[src/rtl/adder_seg.sv]
// One carry-chain segment: W-bit add with carry-in and carry-out, purely combinational.
// Zero latency; no flow control, so the caller owns registering and stalling.
module adder_seg #(
    parameter int W = 8
) (
    input  logic [W-1:0] a,
    input  logic [W-1:0] b,
    input  logic         cin,
    output logic [W-1:0] s,
    output logic         cout
);

    assign {cout, s} = {1'b0, a} + {1'b0, b} + {{W{1'b0}}, cin};

endmodule

[src/rtl/pipe_seg_adder.sv]
// Segmented pipelined add/sub: segment k is added in stage k, and the carry is registered between stages.
// Latency is SEGS non-held cycles and throughput is one per cycle; hold freezes every register.
module pipe_seg_adder #(
    parameter int WIDTH = 16,
    parameter int SEGS  = 2
) (
    input  logic             clk,
    input  logic             rst,
    input  logic             in_valid,
    input  logic [WIDTH-1:0] n1,
    input  logic [WIDTH-1:0] n2,
    input  logic             sub,
    input  logic             sgn,
    input  logic             hold,
    output logic             out_valid,
    output logic [WIDTH:0]   sum,
    output logic             ovf
);

    localparam int SEG_W = (SEGS >= 1) ? WIDTH / SEGS : WIDTH;
    localparam int LAST  = (SEGS >= 1) ? SEGS - 1 : 0;

    if (SEGS < 1 || (WIDTH % SEGS) != 0) begin : g_bad_cfg
        $error("pipe_seg_adder: WIDTH must be a positive multiple of SEGS");
    end

    // Stage registers: row k is the state leaving stage k. Columns are segments;
    // columns above k still hold raw operands, and columns up to k hold finished sum segments.
    logic             v_q   [SEGS];
    logic             c_q   [SEGS];
    logic             sub_q [SEGS];
    logic             sgn_q [SEGS];
    logic [SEG_W-1:0] a_q   [SEGS][SEGS];
    logic [SEG_W-1:0] b_q   [SEGS][SEGS];
    logic [SEG_W-1:0] s_q   [SEGS][SEGS];
    logic             msb_q;
    logic             ovf_q;

    // Stage inputs: row 0 comes from the ports, and row k comes from register row k-1.
    logic             in_v   [SEGS];
    logic             in_c   [SEGS];
    logic             in_sub [SEGS];
    logic             in_sgn [SEGS];
    logic [SEG_W-1:0] in_a   [SEGS][SEGS];
    logic [SEG_W-1:0] in_b   [SEGS][SEGS];
    logic [SEG_W-1:0] in_s   [SEGS][SEGS];

    logic [SEG_W-1:0] seg_s  [SEGS];
    logic             seg_co [SEGS];
    logic             fin_msb;
    logic             fin_ovf;

    always_comb begin
        in_v[0]   = in_valid;
        in_c[0]   = sub;
        in_sub[0] = sub;
        in_sgn[0] = sgn;
        for (int j = 0; j < SEGS; j++) begin
            in_a[0][j] = n1[j*SEG_W +: SEG_W];
            in_b[0][j] = n2[j*SEG_W +: SEG_W] ^ {SEG_W{sub}};
            in_s[0][j] = '0;
        end
        for (int k = 1; k < SEGS; k++) begin
            in_v[k]   = v_q[k-1];
            in_c[k]   = c_q[k-1];
            in_sub[k] = sub_q[k-1];
            in_sgn[k] = sgn_q[k-1];
            for (int j = 0; j < SEGS; j++) begin
                in_a[k][j] = a_q[k-1][j];
                in_b[k][j] = b_q[k-1][j];
                in_s[k][j] = s_q[k-1][j];
            end
        end
    end

    for (genvar k = 0; k < SEGS; k++) begin : g_stage
        adder_seg #(.W(SEG_W)) u_seg (
            .a    (in_a[k][k]),
            .b    (in_b[k][k]),
            .cin  (in_c[k]),
            .s    (seg_s[k]),
            .cout (seg_co[k])
        );
    end

    // The top bit is a sign extension of the exact result, the carry, or the borrow, depending on the mode.
    always_comb begin
        fin_msb = 1'b0;
        if (in_sgn[LAST])
            fin_msb = in_a[LAST][LAST][SEG_W-1] ^ in_b[LAST][LAST][SEG_W-1] ^ seg_co[LAST];
        else if (in_sub[LAST])
            fin_msb = ~seg_co[LAST];
        else
            fin_msb = seg_co[LAST];
        fin_ovf = in_sgn[LAST] ? (fin_msb ^ seg_s[LAST][SEG_W-1]) : fin_msb;
    end

    always_ff @(posedge clk) begin
        if (rst) begin
            msb_q <= 1'b0;
            ovf_q <= 1'b0;
            for (int k = 0; k < SEGS; k++) begin
                v_q[k]   <= 1'b0;
                c_q[k]   <= 1'b0;
                sub_q[k] <= 1'b0;
                sgn_q[k] <= 1'b0;
                for (int j = 0; j < SEGS; j++) begin
                    a_q[k][j] <= '0;
                    b_q[k][j] <= '0;
                    s_q[k][j] <= '0;
                end
            end
        end else if (!hold) begin
            msb_q <= fin_msb;
            ovf_q <= fin_ovf;
            for (int k = 0; k < SEGS; k++) begin
                v_q[k]   <= in_v[k];
                c_q[k]   <= seg_co[k];
                sub_q[k] <= in_sub[k];
                sgn_q[k] <= in_sgn[k];
                for (int j = 0; j < SEGS; j++) begin
                    a_q[k][j] <= in_a[k][j];
                    b_q[k][j] <= in_b[k][j];
                    s_q[k][j] <= (j == k) ? seg_s[k] : in_s[k][j];
                end
            end
        end
    end

    assign out_valid = v_q[LAST];
    assign ovf       = ovf_q;

    always_comb begin
        sum        = '0;
        sum[WIDTH] = msb_q;
        for (int j = 0; j < SEGS; j++)
            sum[j*SEG_W +: SEG_W] = s_q[LAST][j];
    end

endmodule
[config.mk]
export PLATFORM = sky130hd
export DESIGN_NAME = pipe_seg_adder
export DESIGN_NICKNAME = d
export VERILOG_FILES = /design/src/rtl/adder_seg.sv /design/src/rtl/pipe_seg_adder.sv
export SDC_FILE = /design/constraint.sdc
export NUM_CORES = 1
export LEC_CHECK = 0
export CORE_AREA = 2 2 90 71
export DETAILED_ROUTE_END_ITERATION = 12
export DIE_AREA = 0 0 92 73
export PLACE_DENSITY_LB_ADDON = 0.15
export SLEW_MARGIN = 20
export SYNTH_ARGS = -nofsm -noshare
export SYNTH_HDL_FRONTEND = slang
export SYNTH_SLANG_ARGS = --single-unit
[constraint.sdc]
create_clock -name clk -period 2.8 [get_ports clk]
set_input_delay 0.56 -clock clk [delete_from_list [all_inputs] [get_ports clk]]
set_output_delay 0.56 -clock clk [all_outputs]
set_load 0.05 [all_outputs]
# Word-level counts from Yosys, hierarchy flattened
# Memories as Yosys holds them, arrays and structs flattened.
# Cells that the tools add are included.
word_totals:
  input_bits: 38
  latchBits: 0
  regBits: 2
  output_inout_bits: 19
  mem_bits_ro: 0
  ramBits: 104
  memories: 7
mem_list:
  columns: ["name", "words", "width", "rd", "rd_ports_with_merged_regs", "wr", "line_no", "source"]
  rows:
  - ["a_q", 2, 16, 1, 0, 2, "pipe_seg_adder.sv:33", "logic [SEG_W-1:0] a_q [SEGS][SEGS];"]
  - ["b_q", 2, 16, 1, 0, 2, "pipe_seg_adder.sv:34", "logic [SEG_W-1:0] b_q [SEGS][SEGS];"]
  - ["s_q", 2, 16, 2, 0, 2, "pipe_seg_adder.sv:35", "logic [SEG_W-1:0] s_q [SEGS][SEGS];"]
  - ["c_q", 2, 1, 1, 0, 2, "pipe_seg_adder.sv:30", "logic c_q [SEGS];"]
  - ["sgn_q", 2, 1, 1, 0, 2, "pipe_seg_adder.sv:32", "logic sgn_q [SEGS];"]
  - ["sub_q", 2, 1, 1, 0, 2, "pipe_seg_adder.sv:31", "logic sub_q [SEGS];"]
  - ["1 more memories", null, null, null, null, null, null, null]
classes:
  eq_ne: 0
  add_sub_neg: 4
  reduce_logical: 0
  bitwise: 26
  n_div: 0
  muxes: 28
  shifts: 0
  order_cmp: 0
  n_mul: 0
op_table:
  columns: ["cell", "count"]
  rows:
  - ["8-bit two-way mux", 12]
  - ["1-bit OR", 20]
  - ["8-bit by 8-bit adder with 9-bit output", 2]
  - ["9-bit by 1-bit adder with 9-bit output", 2]
  - ["1-bit two-way mux", 16]
  - ["8-bit bitwise XOR", 2]
  - ["1-bit bitwise XOR", 3]
  - ["1-bit NOT", 1]

# Longest topological paths before layout
# An unclocked memory read counts as a cell.
logic_depth:
  depth_word: 8
  ltp_mapped: 10
  depth_no_buf: 10

# Hierarchy
# Synthesis repeated with hierarchy kept, for this count alone.
unflattened:
  cells_unflattened: 205
  area_unflattened_um2: 2578.7
by_module_without_submodules:
  columns: ["module", "cells_per_inst", "area_per_inst_um2", "n_inst", "seq_area_each_um2"]
  rows:
  - ["pipe_seg_adder", 131, 1956.9, 1, 1391.3]
  - ["adder_seg (g_stage[0].u_seg)", 40, 329.1, 1, 0.0]
  - ["adder_seg (g_stage[1].u_seg)", 34, 292.8, 1, 0.0]

# Least setup slack after synthesis
# No wires, ideal clock.
synth_path:
  path_kind: "input port to flip-flop"
  startpoint: "input sub"
  endpoint: "memory c_q[0] (data pin)"
  t_required_ns: 2.544
  setup_ns: 0.256
  stages: 10
  arrival_ns: 2.547
  path_buffers: 2
  slack_ns: -0.003
  path_cell_list: "clkbuf_1 > buf_2 > xor2_1 > fa_1 > a21o_1 > a21oi_1 > o21bai_1 > a21oi_1 > o21ai_0 > o211a_1"
synth_lines:
  columns: ["element", "line_no", "source"]
  rows:
  - ["from (decl)", "pipe_seg_adder.sv:12", "input logic sub,"]
  - ["to (decl)", "pipe_seg_adder.sv:30", null]

# Worst setup path after layout
layout_path:
  startpoint: "memory c_q[0]"
  endpoint: "register ovf_q (netlist: ovf)"
layout_between:
  elab_chain_len: 7
  word_cells_on_any_way: 8
  cone_classes: "add/sub (1); mux (3); bitwise (3); memory (1)"
layout_lines:
  columns: ["element", "line_no", "source"]
  rows:
  - ["memory 2 x 1 bit (*)", null, null]
  - ["9-bit by 1-bit adder with 9-bit output (*)", "adder_seg.sv:13", "assign {cout, s} = {1'b0, a} + {1'b0, b} + {{W{1'b0}}, cin};"]
  - ["1-bit NOT", "pipe_seg_adder.sv:92", "fin_msb = ~seg_co[LAST];"]
  - ["1-bit two-way mux", "pipe_seg_adder.sv:91", "else if (in_sub[LAST])"]
  - ["1-bit two-way mux", "pipe_seg_adder.sv:89", "if (in_sgn[LAST])"]
  - ["1-bit bitwise XOR", "pipe_seg_adder.sv:95", "fin_ovf = in_sgn[LAST] ? (fin_msb ^ seg_s[LAST][SEG_W-1]) : fin_msb;"]
  - ["1-bit two-way mux (*)", "pipe_seg_adder.sv:95", null]
  - ["to (signal assigned)", "pipe_seg_adder.sv:115", "ovf_q <= fin_ovf;"]
  - ["to (decl)", "pipe_seg_adder.sv:37", "logic ovf_q;"]
# Mark *: on every way between the ends. The rest lies on a longest branch, timed or not.
# A chain may end at the register's enable or synchronous reset.

==> out/qor_table.md <==
| Step | Parameter | Reported |
|:---|:---|:---|
| place | Final Wtd Congestion | 0.756 |
| hold path | Worst hold stages | 2 |
| hold path | Worst hold path startpoint | ovf |
| pwr | Power density cells | 524 mW/mm² |
| synth | Total of warnings raised by yosys | 0 |
| global routing | First-pass GRT wire length | 7160 µm |
| sta | Number of failing setup endpoints in the final timing report | 0 |
| sta | Worst slew margin relative to its limit | 56.6% |
| pwr | Sum of internal, switching and leakage power | 1.75 mW |
| die | Standard-cell rows | 25 |
| synth | Area share of the largest cell type after synthesis | 53.2% |
| global routing | Global-route congestion overflow total | 0 |
| clocking | Later-pin clock latency in the skew report | 0.30 ns |
| setup path | CP max FO | 4 |
| clocking | Max H-tree Level | 2 |
| cells and area | Number of nets in the finished design | 327 |
| clocking | Clock-pin transition on the worst setup and hold timing paths | 0.09 ns |
| pwr | Largest vdd supply drop | 0.189 mV |
| cells and area | Fraction of layout cells with a size suffix above 1 | 9.89% |
| sta | Worst slew pin tran | 0.649 ns |
| synth | Basic-gate share of the synthesized area counting and, or, nand and nor cells | 14.5% |
| hold path | Hold worst-path end | ovf |
| clocking | Num CTS Buffers | 5 |
| die | Initial cell density of the core | 42.8% |
| synth | Synth unique cells | 44 |
| route | # DRC | 0 |
| route | Routed via count | 1716 |
| clocking | Clock tree from TritonCTS | yes |
| setup path | Type of the setup path with the least slack | flop to flop |
| synth | Most used flip-flop cell after synthesis | sky130_fd_sc_hd__edfxtp_1 |
| route | Detailed-route wire length per cell | 12.3 µm |
| global routing | Initial antenna violation count | 0 |
| clocking | Post-CTS setup buffer count | 0 |
| sta | Share of the clock period used by the worst path | 94.8% |
| sta | Final total negative setup slack | 0 ns |
| cells and area | Layout-stage area growth over the synthesis result | 31.6% |
| hold path | Class of the tightest hold or removal check | flop to flop |
| synth | Adder-cell area share of the yosys netlist | 9.26% |
| sta | Final Slew Violations | 0 |
| synth | FFs w/ async S/R, synth | 0% |
| global routing | Maximum number of pins on one net before global-route repair | 33 |
| synth | Dominant combinational cell family by area after synthesis | simple AND/OR/NAND/NOR gates |
| clocking | Num Clock Sinks | 47 |
| synth | Post-synth top area cell | sky130_fd_sc_hd__edfxtp_1 |
| synth | Proportion of synthesized area in mux cells | 1.23% |
| cells and area | Post-route insts no fill | 354 |
| flow run | MaxCap Viol Count | 0 |
| cells and area | Number of antenna repair diodes | 0 |
| clocking | Maximum count of clock buffers along a single path | 2 |
| cells and area | Most used cells in the layout excluding fill and tap cells | 56 x sky130_fd_sc_hd__clkdlybuf4s50_1, 45 x sky130_fd_sc_hd__edfxtp_1, 24 x sky130_fd_sc_hd__nor2_1, 22 x sky130_fd_sc_hd__and2_1, 15 x sky130_fd_sc_hd__xnor2_1 |
| place | Port buffer count | 56 |
| global routing | GRT Util Overall | 13.9% |
| synth | Yosys reg bits | 47 |
| route | DRT antenna net count | 0 |
| die | CORE AREA | 0.00594 mm² |
| route | DR vias/cell | 4.85 |
| clocking | Buffer type at the clock tree root | sky130_fd_sc_hd__clkbuf_8 |
| setup path | Length in cells of the worst reg-to-reg path | 10 |
| sta | Number of endpoints with negative hold slack in the final report | 0 |
| place | Final HPWL DP | 3290 µm |
| route | Detailed Route Iter0 Violations | 54 |
| synth | Area of the mapped netlist | 0.00254 mm² |
| setup path | Required time worst endpoint | 2.97 ns |
| sta | Worst hold slack across all endpoints | 0.484 ns |
| route | Total routed wirelength | 4360 µm |
| die | Height of the die | 73 µm |
| die | DIE AREA | 0.00672 mm² |
| cells and area | Most common cell after layout, fill and taps aside | sky130_fd_sc_hd__clkdlybuf4s50_1 |
| setup path | Worst-case register-to-register setup slack | 0.15 ns |
| synth | Fraction of the mapped netlist area in compound gates | 9.95% |
| die | Count of pins on the block boundary | 57 |
| synth | Avg Inst Size Synth | 12.2 µm² |
| synth | Main area contributors after synthesis | sky130_fd_sc_hd__edfxtp_1 53%, sky130_fd_sc_hd__ha_1 6.9%, sky130_fd_sc_hd__and2_1 5.4% |
| global routing | Number of global-route vias before repair | 1589 |
| outcome | Outcome | finished clean |
| pwr | Leakage power | 1.31 nW |
| setup path | Worst path arrival time | 2.83 ns |
| synth | Synthesized-area fraction occupied by xor and xnor cells | 7.58% |
| synth | Gate count after technology mapping | 208 |
| setup path | Critical path startpoint category | flop |
| synth | Sequential-to-total area share from yosys stat | 54.8% |
| die | Die Width | 92 µm |
| sta | Max Clock Freq | 377 MHz |
| synth | Post-synth EDFFs | 45 |
| route | Number of detailed-routing iterations run before antenna repair | 4 |
| setup path | Start of the worst register-to-register path | c_q[0] |
| synth | Post-Syn Nets | 263 |
| setup path | Endpoint of the most critical register-to-register path | ovf |
| sta | Crit path time final | 2.65 ns |
| clocking | Post-CTS Hold Buffers | 0 |
| sta | Skew final | 0.00899 ns |
| setup path | Type of element capturing the critical path | flop |
| place | Cell Count Post-Placement | 346 |
critical path, stage by stage (launching register included):
cell and delay [ns]:
sky130_fd_sc_hd__edfxtp_1 0.37, sky130_fd_sc_hd__inv_1 0.10, sky130_fd_sc_hd__fa_1 0.22, sky130_fd_sc_hd__inv_1 0.07, sky130_fd_sc_hd__fa_1 0.44, sky130_fd_sc_hd__a211oi_2 0.21
sky130_fd_sc_hd__nor2_1 0.11, sky130_fd_sc_hd__o31a_1 0.28, sky130_fd_sc_hd__o311a_1 0.42, sky130_fd_sc_hd__and3b_1 0.24, sky130_fd_sc_hd__o32ai_2 0.08
area by class of cell:
type	instances	area (µm²)
well taps	81	101
repair buffers	65	641
flip-flops and latches	47	1390
fillers	521	2600
multi-input cells	144	1090
inverters	9	33.8
clock inverters	3	20.0
clock buffers	5	68.8
cells by family (layout without fill, tap and decap cells):
family / after synthesis / count (layout)
flip-flops: 47 / 47
AO/OA/AOI/OAI: 34 / 34
AND/OR/NAND/NOR: 68 / 68
buffers and inverters: 17 / 82
multiplexers: 3 / 3
XOR/XNOR: 22 / 22
adder cells (fa/ha/maj): 17 / 17
registers in the layout (all words and copies together), names as in the netlist:
name,count
b_q,8
ovf,1
c_q,1
sub_q,1
sgn_q,1
msb_q,1
s_q,24
a_q,8
v_q,2
metal layers:
layer  vias to the layer above  track usage [%]  part of all wire (%)
met5                         -                0                     0
met4                         0             5.47                   1.7
met3                         8             2.89                   3.4
met2                        35             25.2                    51
met1                       806             16.3                    44
li1                        867                -                     -
timing repair:
item,in CTS,in global routing
gates resized for setup,0,1
endpoints found under the hold margin,0,0
endpoints found under the setup margin,0,1
through the flow:
step	setup WS, ns	utilization [%]	cell area (µm²)
2_1_floorplan	0.152	-	2540
3_3_place_gp	-0.103	54.7	3250
3_5_place_dp	-0.114	54.7	3250
4_1_cts	0.0863	56.2	3340
5_1_grt	-0.00378	56.3	3340
6_report	0.145	56.3	3340
report_power, final:
| part | switching [mW] | internal [mW] | leakage (nW) |
|---|---|---|---|
| clock network | 0.230 | 0.174 | 0.0418 |
| registers | 0.0198 | 0.844 | 0.506 |
| logic | 0.260 | 0.224 | 0.760 |
synth_stat cells (2+ instances only):
master and instances:
sky130_fd_sc_hd__o21a_1 3, sky130_fd_sc_hd__edfxtp_1 45, sky130_fd_sc_hd__nor3_1 3, sky130_fd_sc_hd__clkbuf_1 6, sky130_fd_sc_hd__inv_1 9, sky130_fd_sc_hd__fa_1 3, sky130_fd_sc_hd__a211oi_1 6, sky130_fd_sc_hd__mux2i_1 2
sky130_fd_sc_hd__nand2b_1 3, sky130_fd_sc_hd__a21oi_1 4, sky130_fd_sc_hd__nor2_1 24, sky130_fd_sc_hd__nor4b_1 2, sky130_fd_sc_hd__xnor2_1 15, sky130_fd_sc_hd__xor2_1 7, sky130_fd_sc_hd__o21ai_0 7, sky130_fd_sc_hd__ha_1 14
sky130_fd_sc_hd__and2_1 22, sky130_fd_sc_hd__dfxtp_1 2, sky130_fd_sc_hd__a21o_1 2, sky130_fd_sc_hd__nand2_1 5
worst max path at each step:
stage | startpoint | endpoint | slack (ns) | cells past startpoint
after floorplan | sub | c_q[0] | 0.15 | 10
after global placement | n2[0] | c_q[0] | -0.10 | 9
after detailed placement | n2[0] | c_q[0] | -0.11 | 9
after CTS | c_q[0] | ovf | 0.09 | 10
after global routing | c_q[0] | ovf | -0.004 | 10
final | c_q[0] | ovf | 0.15 | 10
(Power assumes the default switching activity.)
==> edit: new RTL, config.mk and constraints unchanged <==
Register the output `sum`, cleared by the reset; this adds one clock of latency there. The other outputs are not delayed to match.
--- a/src/rtl/pipe_seg_adder.sv
+++ b/src/rtl/pipe_seg_adder.sv
@@ -20,4 +20,6 @@
     localparam int SEG_W = (SEGS >= 1) ? WIDTH / SEGS : WIDTH;
     localparam int LAST  = (SEGS >= 1) ? SEGS - 1 : 0;
+
+    logic [WIDTH:0] sum_d;
 
     if (SEGS < 1 || (WIDTH % SEGS) != 0) begin : g_bad_cfg
@@ -132,8 +134,16 @@
 
     always_comb begin
-        sum        = '0;
-        sum[WIDTH] = msb_q;
+        sum_d      = '0;
+        sum_d[WIDTH] = msb_q;
         for (int j = 0; j < SEGS; j++)
-            sum[j*SEG_W +: SEG_W] = s_q[LAST][j];
+            sum_d[j*SEG_W +: SEG_W] = s_q[LAST][j];
+    end
+
+    always_ff @(posedge clk) begin
+        if (rst) begin
+            sum <= '0;
+        end else begin
+            sum <= sum_d;
+        end
     end
 
Formal check against the unedited RTL: not equivalent (a bounded check fails within 4 cycles, from zero or initial values and one cycle with rst high).
==> edit against the unedited design <==
Sequential power rose by 30%; cell area increased by 18%; sequential cell count up 17; synthesized area rose by 18%; routed wire length rose by 17%; total power is 40% higher; non-clock buffer count is 3 higher; worst setup slack better by 0.067 ns; largest power group unchanged.
==> edit: results (changes against the unedited design) <==
setup bufs post-CTS=0 (unchanged); Vias=1926 (+12%); DR WL/cell=12.8 um (+3.7%); Final nets=368 (+13%); r2r setup slk=0.21 ns (+0.07 ns); worst-case hold path end point=sum[2]; r2r startpoint=a_q[0][0]; largest cells by area after synthesis=edfxtp_1 45%, dfxtp_1 13%, ha_1 5.9%; pre-CTS setup slack=-0.118 ns (-0.00398 ns); CTS buffer count=9 (+4); multiplexer share of the synthesized area=1.05% (-0.18 points); largest registers=s_q: 24 flops, sum: 17 flops; WHS Path Cells=1 (-1); Clk Latency, worst-skew pair=0.34 ns (+0.04 ns); global-route usage over all layers=16.8% (+2.9 points); worst hold slack=0.450 ns (-0.0338 ns); first-pass GRT wire length=8380 um (+17%); Worst EP arrival=2.81 ns (-0.02 ns); htree depth=3 (+1); synth cell count leaders=45 x edfxtp_1, 24 x nor2_1, 22 x and2_1; Synth Area in XOR/XNOR=6.45% (-1.1 points); Detailed Place HPWL=3730 um (+14%); Worst Skew=0.0103 ns (+0.00136 ns); Leakage Power=1.58 nW (+21%); hold_sp=s_q[1][10]; status=complete, no violations; CTS clk-pin slew, worst paths=0.07 ns (-0.02 ns); Slew HR=66.2% (+9.6 points); Compound-Gate Fraction of Synth Area=8.46% (-1.5 points); Slowest Stage Delay on Critical Path=0.42 ns (-0.02 ns); count of cell types in the netlist=43 (-2.3%); adder-cell share of the synthesized area=7.87% (-1.4 points); Synthesized Nets=298 (+13%); share of cells above drive strength 1=11.6% (+1.7 points); peak supply drop=0.310 mV (+64%); vias in the first global route=1820 (+15%)
## edit: cell count changes in the layout (fill, tap and decap cells not counted), sizes merged
cell,change
buf,+3
clkbuf,+9
dfxtp,+17
clkinvlp,-1
nor2b,+17
## edit: layer usage
layer	vias to the layer above	track usage, %	wire (um)
met1	884	20.1	2380
met2	49	27.9	2380
met4	0	6.47	68
met3	6	6.40	266
li1	987	-	-
met5	-	0	0
## edit: layout make-up
class	instances	area [um^2]
clock buffer	14	216
tap	81	101
inverter	9	33.8
sequential	64	1730
timing repair buffer	68	676
fill	464	1980
clock inverter	2	13.8
multi-input combinational	161	1190
## edit: cell families after synthesis
family,Yosys count
AND/OR/NAND/NOR,85
flip-flops,64
AO/OA/AOI/OAI,34
XOR/XNOR,22
buffers and inverters,18
adder cells (fa/ha/maj),17
multiplexers,3
## edit: how the worst max path moves through the flow
stage	start	to	slack, ns
2_1_floorplan	sub	c_q[0]	0.15
3_3_place_gp	n2[0]	c_q[0]	-0.08
3_5_place_dp	n2[0]	c_q[0]	-0.12
4_1_cts	a_q[0][0]	ovf	0.20
5_1_grt	a_q[0][0]	ovf	0.02
6_report	a_q[0][0]	ovf	0.21
## edit: stage by stage
stage	util, %	area [um^2]	power (mW)	cells
after floorplan	-	2990	1.44	243
after global placement	62.8	3730	1.60	383
after detailed placement	62.8	3730	1.61	383
after CTS	66.7	3960	2.47	399
after global routing	66.7	3960	2.56	399
final	66.7	3960	2.44	399
## edit: power breakdown
part / total [mW] / internal (mW) / switching [mW]
Combinational: 0.463 / 0.223 / 0.239
Sequential: 1.12 / 1.10 / 0.0233
Clock: 0.857 / 0.508 / 0.349
